[src/rtl/periph_muldiv_pkg.sv]
// Shared definitions for the multiply/divide peripheral: register map,
// control/status bit positions and the operation mode type.
package periph_muldiv_pkg;

   localparam logic [4:0] ADDR_OP_A   = 5'h00;
   localparam logic [4:0] ADDR_OP_B   = 5'h04;
   localparam logic [4:0] ADDR_CTRL   = 5'h08;
   localparam logic [4:0] ADDR_STATUS = 5'h0C;
   localparam logic [4:0] ADDR_RES_LO = 5'h10;
   localparam logic [4:0] ADDR_RES_HI = 5'h14;

   localparam int CTRL_START_BIT = 0;
   localparam int CTRL_MODE_BIT  = 1;
   localparam int CTRL_IE_BIT    = 2;

   localparam int STAT_DONE_BIT = 0;
   localparam int STAT_BUSY_BIT = 1;
   localparam int STAT_DZ_BIT   = 2;

   typedef enum logic {
      MODE_MUL = 1'b0,
      MODE_DIV = 1'b1
   } mode_e;

endpackage

[src/rtl/muldiv_seq_core.sv]
// Radix-2 sequential engine: unsigned shift-add multiply or restoring divide,
// one result bit per clock over WIDTH clocks.
module muldiv_seq_core
   import periph_muldiv_pkg::*;
#(
   parameter int WIDTH = 16
) (
   input  logic             clk,
   input  logic             reset,
   input  logic             start,
   input  mode_e            mode,
   input  logic [WIDTH-1:0] a,
   input  logic [WIDTH-1:0] b,
   output logic             busy,
   output logic             done_pulse,
   output logic [WIDTH-1:0] lo,
   output logic [WIDTH-1:0] hi,
   output logic             dz
);

   localparam int CNT_W = $clog2(WIDTH + 1);

   typedef enum logic {
      ST_IDLE = 1'b0,
      ST_RUN  = 1'b1
   } state_e;

   state_e           state_q, state_d;
   logic [CNT_W-1:0] cnt_q, cnt_d;
   mode_e            mode_q, mode_d;
   logic [WIDTH-1:0] opnd_q, opnd_d;
   logic [WIDTH-1:0] acc_q, acc_d;
   logic [WIDTH-1:0] sh_q, sh_d;
   logic             dz_q, dz_d;
   logic [WIDTH:0]   sum;
   logic [WIDTH:0]   shifted;

   // acc holds the product high half (mul) or partial remainder (div);
   // sh holds the multiplier shifting out / the dividend becoming the quotient.
   always_comb begin
      state_d    = state_q;
      cnt_d      = cnt_q;
      mode_d     = mode_q;
      opnd_d     = opnd_q;
      acc_d      = acc_q;
      sh_d       = sh_q;
      dz_d       = dz_q;
      done_pulse = 1'b0;
      sum        = '0;
      shifted    = '0;
      case (state_q)
         ST_IDLE: begin
            if (start) begin
               state_d = ST_RUN;
               cnt_d   = '0;
               mode_d  = mode;
               acc_d   = '0;
               dz_d    = (mode == MODE_DIV) && (b == '0);
               if (mode == MODE_MUL) begin
                  opnd_d = a;
                  sh_d   = b;
               end else begin
                  opnd_d = b;
                  sh_d   = a;
               end
            end
         end
         ST_RUN: begin
            if (mode_q == MODE_MUL) begin
               sum   = {1'b0, acc_q} + (sh_q[0] ? {1'b0, opnd_q} : {(WIDTH+1){1'b0}});
               acc_d = sum[WIDTH:1];
               sh_d  = {sum[0], sh_q[WIDTH-1:1]};
            end else begin
               shifted = {acc_q, sh_q[WIDTH-1]};
               if (shifted >= {1'b0, opnd_q}) begin
                  acc_d = WIDTH'(shifted - {1'b0, opnd_q});
                  sh_d  = {sh_q[WIDTH-2:0], 1'b1};
               end else begin
                  acc_d = shifted[WIDTH-1:0];
                  sh_d  = {sh_q[WIDTH-2:0], 1'b0};
               end
            end
            cnt_d = cnt_q + CNT_W'(1);
            if (cnt_q == CNT_W'(WIDTH - 1)) begin
               done_pulse = 1'b1;
               state_d    = ST_IDLE;
            end
         end
         default: state_d = ST_IDLE;
      endcase
   end

   always_ff @(posedge clk) begin
      if (reset) begin
         state_q <= ST_IDLE;
         cnt_q   <= '0;
         mode_q  <= MODE_MUL;
         opnd_q  <= '0;
         acc_q   <= '0;
         sh_q    <= '0;
         dz_q    <= 1'b0;
      end else begin
         state_q <= state_d;
         cnt_q   <= cnt_d;
         mode_q  <= mode_d;
         opnd_q  <= opnd_d;
         acc_q   <= acc_d;
         sh_q    <= sh_d;
         dz_q    <= dz_d;
      end
   end

   // The final iteration's values are exported so the caller can latch them on done_pulse.
   assign busy = (state_q == ST_RUN);
   assign lo   = sh_d;
   assign hi   = acc_d;
   assign dz   = dz_q;

endmodule

[src/rtl/peripheral_muldiv.sv]
// Memory-mapped multiply/divide peripheral: bus decode, operand and control
// registers, sticky done/dz status, result holding registers and done interrupt.
module peripheral_muldiv
   import periph_muldiv_pkg::*;
#(
   parameter int WIDTH = 16
) (
   input  logic        clk,
   input  logic        reset,
   input  logic [31:0] d_in,
   input  logic        cs,
   input  logic [4:0]  addr,
   input  logic        rd,
   input  logic        wr,
   output logic [31:0] d_out,
   output logic        irq
);

   logic [WIDTH-1:0] op_a_q, op_a_d;
   logic [WIDTH-1:0] op_b_q, op_b_d;
   mode_e            mode_q, mode_d;
   logic             ie_q, ie_d;
   logic             done_q, done_d;
   logic             dz_q, dz_d;
   logic [WIDTH-1:0] res_lo_q, res_lo_d;
   logic [WIDTH-1:0] res_hi_q, res_hi_d;
   logic             irq_q, irq_d;

   logic             start;
   logic             core_busy;
   logic             core_done;
   logic [WIDTH-1:0] core_lo;
   logic [WIDTH-1:0] core_hi;
   logic             core_dz;
   logic             unused_din;

   assign unused_din = ^d_in;

   // A start request while the core is running is silently dropped.
   assign start = cs && wr && (addr == ADDR_CTRL) && d_in[CTRL_START_BIT] && !core_busy;

   muldiv_seq_core #(
      .WIDTH(WIDTH)
   ) u_core (
      .clk       (clk),
      .reset     (reset),
      .start     (start),
      .mode      (mode_e'(d_in[CTRL_MODE_BIT])),
      .a         (op_a_q),
      .b         (op_b_q),
      .busy      (core_busy),
      .done_pulse(core_done),
      .lo        (core_lo),
      .hi        (core_hi),
      .dz        (core_dz)
   );

   always_comb begin
      op_a_d   = op_a_q;
      op_b_d   = op_b_q;
      mode_d   = mode_q;
      ie_d     = ie_q;
      done_d   = done_q;
      dz_d     = dz_q;
      res_lo_d = res_lo_q;
      res_hi_d = res_hi_q;
      if (cs && wr) begin
         case (addr)
            ADDR_OP_A: op_a_d = d_in[WIDTH-1:0];
            ADDR_OP_B: op_b_d = d_in[WIDTH-1:0];
            ADDR_CTRL: begin
               mode_d = mode_e'(d_in[CTRL_MODE_BIT]);
               ie_d   = d_in[CTRL_IE_BIT];
            end
            default: ;
         endcase
      end
      if (start) begin
         done_d = 1'b0;
         dz_d   = 1'b0;
      end
      if (core_done) begin
         done_d   = 1'b1;
         dz_d     = core_dz;
         res_lo_d = core_lo;
         res_hi_d = core_hi;
      end
      irq_d = done_d & ie_d;
   end

   always_ff @(posedge clk) begin
      if (reset) begin
         op_a_q   <= '0;
         op_b_q   <= '0;
         mode_q   <= MODE_MUL;
         ie_q     <= 1'b0;
         done_q   <= 1'b0;
         dz_q     <= 1'b0;
         res_lo_q <= '0;
         res_hi_q <= '0;
         irq_q    <= 1'b0;
      end else begin
         op_a_q   <= op_a_d;
         op_b_q   <= op_b_d;
         mode_q   <= mode_d;
         ie_q     <= ie_d;
         done_q   <= done_d;
         dz_q     <= dz_d;
         res_lo_q <= res_lo_d;
         res_hi_q <= res_hi_d;
         irq_q    <= irq_d;
      end
   end

   always_comb begin
      d_out = '0;
      if (cs && rd) begin
         case (addr)
            ADDR_OP_A:   d_out = 32'(op_a_q);
            ADDR_OP_B:   d_out = 32'(op_b_q);
            ADDR_CTRL: begin
               d_out[CTRL_MODE_BIT] = (mode_q == MODE_DIV);
               d_out[CTRL_IE_BIT]   = ie_q;
            end
            ADDR_STATUS: begin
               d_out[STAT_DONE_BIT] = done_q;
               d_out[STAT_BUSY_BIT] = core_busy;
               d_out[STAT_DZ_BIT]   = dz_q;
            end
            ADDR_RES_LO: d_out = 32'(res_lo_q);
            ADDR_RES_HI: d_out = 32'(res_hi_q);
            default:     d_out = '0;
         endcase
      end
   end

   assign irq = irq_q;

endmodule

[config.mk]
export PLATFORM = sky130hd
export DESIGN_NAME = peripheral_muldiv
export DESIGN_NICKNAME = d
export VERILOG_FILES = /design/src/rtl/periph_muldiv_pkg.sv /design/src/rtl/muldiv_seq_core.sv /design/src/rtl/peripheral_muldiv.sv
export SDC_FILE = /design/constraint.sdc
export NUM_CORES = 1
export LEC_CHECK = 0
export ABC_AREA = 1
export ABC_CLOCK_PERIOD_IN_PS = 2850
export CORE_ASPECT_RATIO = 1.1
export CORE_UTILIZATION = 29
export CTS_BUF_LIST = sky130_fd_sc_hd__clkbuf_4 sky130_fd_sc_hd__clkbuf_8 sky130_fd_sc_hd__clkbuf_16
export DETAILED_ROUTE_END_ITERATION = 8
export PLACE_DENSITY_LB_ADDON = 0.12
export SLEW_MARGIN = 20
export SYNTH_ARGS = -nofsm -noshare
export SYNTH_HDL_FRONTEND = slang
export SYNTH_SLANG_ARGS = --single-unit
[constraint.sdc]
create_clock -name clk -period 2.85 [get_ports clk]
set_input_delay 0.4275 -clock clk [delete_from_list [all_inputs] [get_ports clk]]
set_output_delay 0.4275 -clock clk [all_outputs]
set_load 0.005 [all_outputs]
==> results_dict.tcl, run 1 <==
set metrics [dict create \
    synth_top_family_by_area "simple AND/OR/NAND/NOR gates" \
    drtPass1Iterations 5 \
    row_count 63 \
    postLayoutCoreUtil_pct 35.5 \
    synthDistinctLibCells 58 \
    grt_pass1_wl_um 41500 \
    cp.arrival_ps 2410 \
    critPathBufInv 3 \
    whs_ps 466 \
    cts_buffer_depth 2 \
    cp-start-kind "input pin" \
    status "completed" \
    fin_crit_ps 2840 \
    synth_xor_area_share_pct 1.31 \
    synth_fa_ha_area_share_pct 5.82 \
    fin_skew_ps 8.96 \
    path_clk_slew_ps 50 \
    slew_headroom_pct 57.0 \
    ys_ff_latch 125 \
    sw_frac_of_total_pct 23.6 \
    clkPwrFrac_pct 52.7 \
    overflow 0 \
    synth_ff_type "dfxtp_1" \
    area_growth_pct 19.8 \
    routedWlPerCell_um 15.9 \
    slowest_stage "clkdlybuf4s50_1" \
    cts_hold_repair.buffers 0 \
    pwr-share-seq_pct 42.4 \
    critPathKind "in -> out" \
    p_comb_share_pct 4.9 \
    synth_simple_gate_area_share_pct 25.6 \
    antenna_left 0 \
    report.final.slew_viol_count 0 \
    netlist_area_sq_mm 0.00800 \
    end_kind "output pin" \
    cp_top_family "buffers and inverters" \
    p_leak_uw 0.00446 \
    insertedDiodeCount 0 \
    cts.sinks 125 \
    finalNetCount 1339 \
    worstMarginPinSlew_ps 641 \
    pre_cts_ws_ps -18.9 \
    synth-async-reset-ratio_pct 0 \
    yosys_warnings 0 \
    clock_latency_ps 420 \
    core_area_sq_mm 0.0270 \
    die_w_um 160 \
    drc 0 \
    yosysSeqAreaShare_pct 31.3 \
    fin_setup_tns_ps 0 \
    cap_violations 0 \
    dr_total_vias 7711 \
    cts_tree "yes" \
    n_fill_cell 2952 \
    hpwl_um 19900 \
    die_y_um 176 \
    first_iter_violations 456 \
    rsz0062_at_grt "true" \
    initial_core_util_pct 29.6 \
    drive_gt1_share_pct 9.65 \
    crit_top_cell "clkdlybuf4s50_1" \
    ir_worst_vdd_uv 414 \
    numCtsBuffers 17 \
    final_cell_mix "nand2_1, inv_1, dfxtp_1" \
    p_int_uw 3170 \
    p_sw_uw 980 \
    synth_edf_count 0 \
    setup_viol 0 \
    antenna_found_initial 0 \
    netlist_top_cells_area "dfxtp_1, nand2_1, inv_1" \
    dieArea_sq_mm 0.0283 \
    synth_mux_area_share_pct 0 \
    ctsHtreeMaxLevel 4 \
    p_per_area_mw_per_mm2 432 \
    fmax_mhz 352 \
    final.period_utilization_pct 99.7 \
    synth.top_cell.area_share_pct 31.3 \
    power_uw 4140 \
    synth_compound_area_share_pct 22.5 \
    ios 75 \
    hold_viol 0 \
    synth_top_cell_by_area "dfxtp_1" \
    synth.avg_cell_area_sq_um 6.61 \
    routabilityCongestion 0.875 \
    slowest_delay_ps 510 \
    cp_cell_sequence "clkdlybuf4s50_1, or2_4, nor3_4, nand2_1, buf_4, o22ai_1, a221oi_1, nor2_1, clkdlybuf4s50_1" \
    port_buffers 42 \
    grt_max_degree 42 \
    min_path_type "reg -> reg" \
    vias_per_cell 4.73 \
    final_common_cell "nand2_1" \
    cts-root-buf "clkbuf_16" \
    crit_fanout 7 \
    grt_pass1_vias 7489 \
    routed_wirelength_um 25900 \
    netlist_instances 1210 \
    grt_use_total_pct 18.8 \
    fin_ws_ps 9.10 \
    cp.required_ps 2420 \
]
## metal layers
layer | vias to the layer above | wire length [um] | global-route usage, %
met1 | 3486 | 12500 | 24.4
met3 | 22 | 803 | 2.56
met4 | 0 | 425 | 5.40
li1 | 4057 | - | -
met2 | 146 | 12200 | 32.3
met5 | - | 0 | 0
## cells in the mapped netlist (all sizes together), types with 2 or more instances
library cell	n
o21ai	106
clkbuf	33
inv	186
nor4	2
a22oi	11
o211ai	19
xnor2	3
fa	2
o22ai	15
nand2	268
xor2	9
nor3	9
clkinv	4
a2111oi	2
nand3	72
ha	34
nand3b	4
or2	5
dfxtp	125
nor2	96
nand4	9
a21oi	118
o21bai	7
buf	36
a21o	3
a31oi	4
o221ai	8
a221oi	13
## area by class of cell
type	instances	area (sq um)	share of cell area, %
clock buffer	19	453	4.73
sequential	125	2500	26.1
timing repair buffer	86	830	8.65
inverter	190	719	7.51
multi-input combinational	841	4490	46.9
clock inverter	13	141	1.48
tap	357	447	4.66
## tightest hold or removal path: cells and delay by family (launching register included)
family	cells	cell delay, ps
AND/OR/NAND/NOR	2	110
flip-flops	1	310
## metrics by stage
step | instances | instance area (sq um)
after floorplan | 1225 | 8060
after global placement | 1598 | 8940
after detailed placement | 1598 | 8940
after CTS | 1630 | 9530
after global routing | 1631 | 9590
final | 1631 | 9590
## power groups by stage
| stage | registers (uW) | logic (uW) | clock network, uW |
|---|---|---|---|
| floorplan | 1790 | 125 | 0 |
| global placement | 1790 | 204 | 0 |
| detailed placement | 1790 | 205 | 0 |
| CTS | 1760 | 206 | 2220 |
| global route | 1760 | 227 | 2310 |
| finish | 1760 | 205 | 2180 |
## timing repair
action,4_1_cts,5_1_grt
buffers inserted,0,1
gates resized for setup,2,23
pin swaps,0,1
setup endpoints to repair,3,27
## worst paths after layout
kind | startpoint | endpoint | slack (ps) | cells past startpoint
min | res_hi_q[13] | res_hi_q[13] | 470 | 2
max | addr[1] | d_out[6] | 9 | 9
min reg2reg | res_hi_q[13] | res_hi_q[13] | 470 | 2
max reg2reg | u_core.sh_q[0] | res_hi_q[15] | 280 | 18
## flip-flops by register name, summed over array words and instances, names as in the netlist, 5 cells and up
name	count
op_a_q	16
op_b_q	16
res_hi_q	16
res_lo_q	16
u_core.acc_q	16
u_core.opnd_q	16
u_core.sh_q	16
u_core.cnt_q	5
## cells by family after synthesis
| family | count (synthesis) |
|---|---|
| compound gates | 311 |
| fa+ha+maj | 36 |
| simple gates | 466 |
| xor+xnor | 12 |
| flops | 125 |
| buf+inv | 259 |
| other cells | 1 |
No activity file was read; power rests on OpenSTA's default activity.
==> inputs of run 2 (changes only) <==
- CORE_MARGIN: unset -> 2
==> run 2 against run 1 <==
Effect of this change:
- first-iteration DRC count is 13% lower
- die area is 2.4% higher
- via count is 0.83% higher
- core utilization is 0.083 points higher
- routed wire length is 0.24% higher
- sequential power hardly changed
- fmax is 0.58% higher
- critical path type unchanged
- clock power is 4% higher
==> results_dict.tcl, run 2 (same netlist as run 1, synthesis figures left out) <==
set metrics [dict create \
    status "completed" \
    clkPwrFrac_pct 53.6 \
    cts-root-buf "clkbuf_16" \
    grt_pass1_wl_um 41600 \
    path_clk_slew_ps 60 \
    pre_cts_ws_ps 0.0300 \
    routed_wirelength_um 25900 \
    grt_use_total_pct 18.5 \
    hold_viol 0 \
    first_iter_violations 396 \
    drtPass1Iterations 5 \
    cts_tree "yes" \
    report.final.slew_viol_count 0 \
    final_common_cell "nand2_1" \
    finalNetCount 1337 \
    final.period_utilization_pct 99.1 \
    clock_latency_ps 420 \
    final_area_sq_mm 0.00961 \
    antenna_left 0 \
    worstMarginPinSlew_ps 601 \
    rsz0062_at_grt "true" \
    p_comb_share_pct 4.8 \
    overflow 0 \
    crit_fanout 7 \
    postLayoutCoreUtil_pct 35.5 \
    area_growth_pct 20.1 \
    sw_frac_of_total_pct 23.1 \
    p_sw_uw 975 \
    drive_gt1_share_pct 9.98 \
    routabilityCongestion 0.877 \
    end_kind "output pin" \
    routedWlPerCell_um 15.9 \
    initial_core_util_pct 29.6 \
    fin_skew_ps 8.43 \
    numCtsBuffers 17 \
    post_cts_buffers 0 \
    grt_pass1_vias 7641 \
    cp.required_ps 2420 \
    fmax_mhz 354 \
    hpwl_um 19800 \
    grt_max_degree 42 \
    ios 75 \
    min_path_type "reg -> reg" \
    vias_per_cell 4.77 \
    p_leak_uw 0.00434 \
    critPathKind "in -> out" \
    drc 0 \
    dieArea_sq_mm 0.0289 \
    final_cell_mix "nand2_1, inv_1, dfxtp_1" \
    fin_setup_tns_ps 0 \
    cap_violations 0 \
    die_w_um 162 \
    cts_buffer_depth 2 \
    port_buffers 42 \
    die_y_um 178 \
    setup_viol 0 \
    cp-start-kind "input pin" \
    pwr-share-seq_pct 41.7 \
    ctsHtreeMaxLevel 4 \
    dr_total_vias 7775 \
    whs_ps 471 \
    core_area_sq_mm 0.0270 \
    antenna_found_initial 0 \
    cp.arrival_ps 2400 \
    p_int_uw 3240 \
    ir_worst_vdd_uv 386 \
    cts_hold_repair.buffers 0 \
    p_per_area_mw_per_mm2 439 \
    fin_ws_ps 25.4 \
    dpl_cell_area_sq_mm 0.00893 \
    insertedDiodeCount 0 \
    cts.sinks 125 \
    n_fill_cell 2972 \
    slew_headroom_pct 59.7 \
    row_count 63 \
    fin_crit_ps 2820 \
]
==> run 2: changes by cell type in the layout (fill, tap and decap cells not counted), sizes merged <==
cell           change
inv                +1
dlygate4sd2        +1
clkdlybuf4s50      +6
clkinvlp           -2
buf                -2
bufinv             +1
dlymetal6s2s       -7
==> run 2: worst paths after layout <==
| check | start | to | slack [ps] | depth (start not counted) |
|---|---|---|---|---|
| worst min-delay path | res_hi_q[13] | res_hi_q[13] | 470 | 2 |
| worst max-delay path | addr[1] | d_out[6] | 30 | 9 |
| worst min register to register | res_hi_q[13] | res_hi_q[13] | 470 | 2 |
| worst max register to register | u_core.opnd_q[4] | res_hi_q[8] | 340 | 18 |
==> run 2: per-layer routing <==
metal	vias to the layer above	GRT usage, %	routed length, um
met5	-	0	0
met4	0	5.97	541
met3	35	2.44	687
met2	141	31.7	12100
met1	3547	24.1	12600
li1	4052	-	-
==> run 2: cell type report <==
class                   instances  area [sq um]  share of cell area (%)
well taps                     357           447                    4.65
flip-flops and latches        125          2510                    26.1
repair buffers                 84           792                    8.24
clock buffers                  19           447                    4.65
multi-input cells             841          4530                    47.2
inverters                     190           717                    7.46
clock inverters                13           165                    1.72
==> run 2: timing repair <==
| action | in CTS | in global routing |
|---|---|---|
| pin swaps | 0 | 1 |
| endpoints found under the setup margin | 3 | 28 |
| gates resized for setup | 2 | 24 |
==> run 2: per-stage QoR <==
stage | power [uW] | instances
finish | 4210 | 1629
global route | 4380 | 1629
CTS | 4270 | 1629
detailed placement | 2000 | 1597
global placement | 1990 | 1597
floorplan | 1920 | 1225
==> run 2: worst max-delay path, stage by stage <==
cell	delay [ps]
clkdlybuf4s50_1	400
or2_4	270
nor3_4	160
nand2_1	100
buf_4	180
o22ai_1	150
a221oi_1	80
nor2_1	120
clkdlybuf4s50_1	510
==> run 2: power by group through the flow <==
stage	logic [uW]	clock network [uW]	registers, uW
after floorplan	125	0	1790
after global placement	199	0	1790
after detailed placement	201	0	1790
after CTS	202	2310	1760
after global routing	222	2400	1750
final	201	2260	1760
==> variant 1 (flow settings as in run 1) <==
Make the reset (`reset`) asynchronous in 2 clocked blocks.
--- a/src/rtl/muldiv_seq_core.sv
+++ b/src/rtl/muldiv_seq_core.sv
@@ -92,3 +92,3 @@
 
-   always_ff @(posedge clk) begin
+   always_ff @(posedge clk or posedge reset) begin
       if (reset) begin
--- a/src/rtl/peripheral_muldiv.sv
+++ b/src/rtl/peripheral_muldiv.sv
@@ -90,3 +90,3 @@
 
-   always_ff @(posedge clk) begin
+   always_ff @(posedge clk or posedge reset) begin
       if (reset) begin
Check against the original RTL: differs if reset is asserted again (counterexample within 4 cycles, from zero or initial values and one cycle with reset high); with reset held inactive, the same outputs for 4 cycles.
==> variant 1 against run 1 <==
  * The run now ends with design-rule violations left
  * Wire length is 4.8% higher
  * Area after synthesis increased by 7.8%
  * Clock skew up 0.0067 ns
  * Design area increased by 4.8%
  * Sequential cell count stayed put
  * Worst setup slack improved by 0.12 ns
  * Via count shrank 1.4%
Power is not compared: it rests on default switching activity, and its combinational part moved more than twofold at a synthesized area within 25%.
==> variant 1: results (changes against run 1) <==
[run_status]
status = finished with violations
violations = design-rule violations

[drt]
wl_per_cell_um = 17.0  ; +7.0%
avgViaCountPerCell = 4.76  ; +0.66%
first_pass_iters = 9  ; +4
drc = 1  ; +1
drt_iter0_markers = 409  ; -10%

[logic_synthesis]
synth_edf_count = 0  ; unchanged
synthTopCellsByCount = nand2_1, inv_1, dfrtp_1
synthTopCellsByArea = dfrtp_1, nand2_1, inv_1
ys_warn_count = 0  ; unchanged
seq_area_frac_synth = 0.363  ; +0.0499
synth_ff_type = dfrtp_1
yosysUniqueCellTypes = 50  ; -14%
synthArstFlopShare = 1.00  ; +1.00

[place]
dp_hpwl_um = 20800  ; +4.6%
pre_cts_slack_ns = 0.0447  ; +0.0636 ns
io_buffers = 42  ; unchanged
dpl_cell_area_um2 = 9410  ; +5.3%
gp_congestion = 0.844  ; -3.6%

[timing]
fin_skew_ns = 0.0156  ; +0.00669 ns
worst-slew-pin-transition_ns = 0.638  ; -0.00286 ns

[power]
leakage_nw = 5.02
p_int_mw = 5.38
vdd_ir_drop_max_uv = 479

[final_layout]
drive_gt1_frac = 0.114  ; +0.0174
antenna_cells = 0  ; unchanged
nets = 1294  ; -3.4%

[cts]
ctsResizeCount = 0  ; -2
htreeDepth = 4  ; unchanged
cts_setup_buffers = 0  ; unchanged
clock_path_buffers = 2  ; unchanged
clk_latency_ns = 0.42  ; about the same
clkTransAtPathRegs_ns = 0.07  ; +0.02 ns
cts_buffers = 17  ; unchanged
cts_root_buffer = clkbuf_16

[global_routing]
grt_pass1_vias = 7559  ; +0.93%
track_usage = 0.185  ; -0.00314
antenna_found_initial = 0  ; unchanged
grt_start_max_net_pins = 54  ; +29%
grt_pass1_wl_um = 43300  ; +4.2%

[hold_path]
hold_class = input port to async pin

[critical_path]
rr_worst_depth = 16  ; -2
cp_max_fo = 16  ; +9

variant 1: cell types whose count changed in the layout (fill, tap and decap cells not counted), sizes merged, moves of 10 or more:
cell	change
nor2	-36
a21oi	-75
dfrtp	+125
a22oi	-10
o211ai	+12
dfxtp	-125
nand2	+85
buf	-17
variant 1: final timing paths:
path | slack (ns) | endpoint | start
min | 0.43 | op_a_q[7]$_DFFE_PP0P_ | reset
max reg2reg | 0.26 | res_hi_q[13]$_DFFE_PP0P_ | u_core.sh_q[0]$_DFF_PP0_
max | 0.13 | d_out[3] | addr[2]
min reg2reg | 0.48 | res_hi_q[15]$_DFFE_PP0P_ | res_hi_q[15]$_DFFE_PP0P_
max in group asynchronous | 1.71 | u_core.cnt_q[3]$_DFFE_PP0P_ | reset
min in group clk | 0.48 | res_hi_q[15]$_DFFE_PP0P_ | res_hi_q[15]$_DFFE_PP0P_
variant 1: power by group through the flow:
stage | clock network (mW) | registers (mW) | logic (mW)
after CTS | 2.33 | 2.80 | 4.59
after global routing | 2.40 | 2.88 | 5.21
after detailed placement | 0 | 2.83 | 4.57
final | 2.29 | 2.81 | 4.57
after floorplan | 0 | 2.65 | 3.49
after global placement | 0 | 2.83 | 4.56
variant 1: layout make-up:
cell class                 count  area, um2
clock buffer                  18        439
clock inverter                14        183
fill                        3125      18900
inverter                     185        701
multi-input combinational    818       4420
sequential                   125       3130
tap                          368        460
timing repair buffer          69        713
variant 1: stage by stage:
stage                     std cells  hold slack (ns)
after floorplan                1194            0.449
after global placement         1565            0.465
after detailed placement       1565            0.465
after CTS                      1597            0.435
after global routing           1597            0.464
final                          1597            0.430
variant 1: kinds of logic after synthesis:
logic type                 synth area share
and+or+nand+nor                       0.274
other                              0.000435
DFF                                   0.363
AOI/OAI and AO/OA                     0.168
adders and majority gates            0.0540
buffers and inverters                 0.133
xor gates and xnor gates            0.00812
variant 1: metal layers:
layer | wire length, um | GRT usage | up-vias
li1 | - | - | 3885
met1 | 13200 | 0.250 | 3557
met2 | 12900 | 0.312 | 138
met3 | 722 | 0.0240 | 20
met4 | 342 | 0.0448 | 0
met5 | 0 | 0 | -
variant 1: critical path: stages:
cell and delay, ns:
clkdlybuf4s50_1 0.50, nor2_1 0.06, nand3_1 0.13, buf_12 0.17, o22ai_1 0.08, a221oi_1 0.36
nor2_1 0.08, clkdlybuf4s50_1 0.48
==> variant 2 (settings of run 1) <==
Without the edit above. `WIDTH` is set to 16 in 2 places; all go to 8.
--- a/src/rtl/muldiv_seq_core.sv
+++ b/src/rtl/muldiv_seq_core.sv
@@ -5,3 +5,3 @@
 #(
-   parameter int WIDTH = 16
+   parameter int WIDTH = 8
 ) (
--- a/src/rtl/peripheral_muldiv.sv
+++ b/src/rtl/peripheral_muldiv.sv
@@ -5,3 +5,3 @@
 #(
-   parameter int WIDTH = 16
+   parameter int WIDTH = 8
 ) (
Check against the original RTL: not equivalent (a bounded check fails within 4 cycles, from zero or initial values and one cycle with reset high).
==> variant 2 against run 1 <==
  * Design area fell by 46%
  * Largest cell class unchanged
  * First-iteration DRC count is 62% lower
  * Clock skew fell by 0.0036 ns
  * Area after synthesis is 45% lower
  * Worst setup slack better by 0.095 ns
  * Wire length fell by 51%
  * Non-clock buffer count decreased by 33
  * Total power down 46%
  * Sequential cell count is 57 lower
==> variant 2: results (changes against run 1) <==
[logic_synthesis]
synth_area_per_cell_um2 = 7.00  ; +5.9%
synth_fa_ha_area_frac = 0.0573  ; -0.000873
synth_compound_area_frac = 0.201  ; -0.0238
synthTopCellsByArea = dfxtp_1, nand2_1, inv_1
synth_xor_area_frac = 0.00993  ; -0.00321
synthTopCellsByCount = nand2_1, inv_1, dfxtp_1
seq_area_frac_synth = 0.309  ; -0.00413
yosysUniqueCellTypes = 48  ; -17%

[critical_path]
arrival_ns = 2.32  ; -0.09 ns
cp_max_fo = 4  ; -3

[place]
gp_congestion = 0.812  ; -7.3%
pre_cts_slack_ns = -0.0840  ; -0.0651 ns
io_buffers = 26  ; -38%
place_inst = 846  ; -47%
dpl_cell_area_um2 = 4810  ; -46%
dp_hpwl_um = 9940  ; -50%

[drt]
wl_met2_um = 5850  ; -52%
drt_iter0_markers = 174  ; -62%
avgViaCountPerCell = 4.72  ; about the same
wl_per_cell_um = 14.5  ; -8.6%
met3_wirelength_um = 548  ; -32%

[final_layout]
fillCellCount = 1603  ; -46%
stdcell_count = 867  ; -47%
regArea_um2 = 1360  ; -46%
drive_gt1_frac = 0.126  ; +0.0294

[timing]
relSlewSlack = 0.548  ; -0.0219
fin_skew_ns = 0.00536  ; -0.00360 ns

[global_routing]
grt_pass1_wl_um = 20300  ; -51%
track_usage = 0.168  ; -0.0204
grt_start_max_net_pins = 24  ; -43%

[power]
vdd_ir_drop_max_uv = 308  ; -26%
leakage_nw = 2.45  ; -45%

[cts]
cts_buffers = 9  ; -8
clk_latency_ns = 0.34  ; -0.08 ns

[run_status]
status = complete, no violations

[variant 2: what timing repair did]
action,in CTS,in global routing
gates cloned,1,0
buffers inserted,0,4
endpoints found under the setup margin,7,8
resized for setup,8,13
pin swaps,1,0
[variant 2: path summary, 6_finish.rpt]
kind,startpoint,to,slack [ns],depth (start not counted)
max,addr[2],d_out[6],0.10,10
min,res_lo_q[0]$_SDFFE_PP0P_,res_lo_q[0]$_SDFFE_PP0P_,0.47,2
max reg2reg,u_core.sh_q[0]$_SDFF_PP0_,res_hi_q[6]$_SDFFE_PP0P_,0.70,14
min reg2reg,res_lo_q[0]$_SDFFE_PP0P_,res_lo_q[0]$_SDFFE_PP0P_,0.47,2
[variant 2: final cells by class]
class / count / share of cell area
well taps: 192 / 0.0462
repair buffers: 53 / 0.0924
clock inverters: 6 / 0.0137
inverters: 87 / 0.0636
flip-flops and latches: 68 / 0.262
clock buffers: 10 / 0.0460
multi-input cells: 451 / 0.476
[variant 2: power by group]
group	total (mW)	internal, mW	leakage (nW)	switching, mW
Combinational	0.119	0.0444	1.76	0.0743
Clock	1.17	0.709	0.146	0.464
Sequential	0.956	0.953	0.548	0.00269
[variant 2: worst register-to-register path, cell delays in order, from the launching register on]
cell and delay, ns:
dfxtp_1 0.52, nand2_1 0.09, inv_1 0.06, ha_1 0.27, a21oi_1 0.27, nor2_1 0.07
nor2_1 0.15, nand2_1 0.07, nand2_1 0.06, nand3_1 0.06, nand3_1 0.13, nand2_1 0.08
nand2_1 0.08, nand2_1 0.05, a21oi_1 0.11
[variant 2: layer usage]
layer,vias to the layer above,track usage
met5,-,0
met3,30,0.0399
met1,1851,0.208
li1,2113,-
met2,102,0.268
met4,0,0.0854
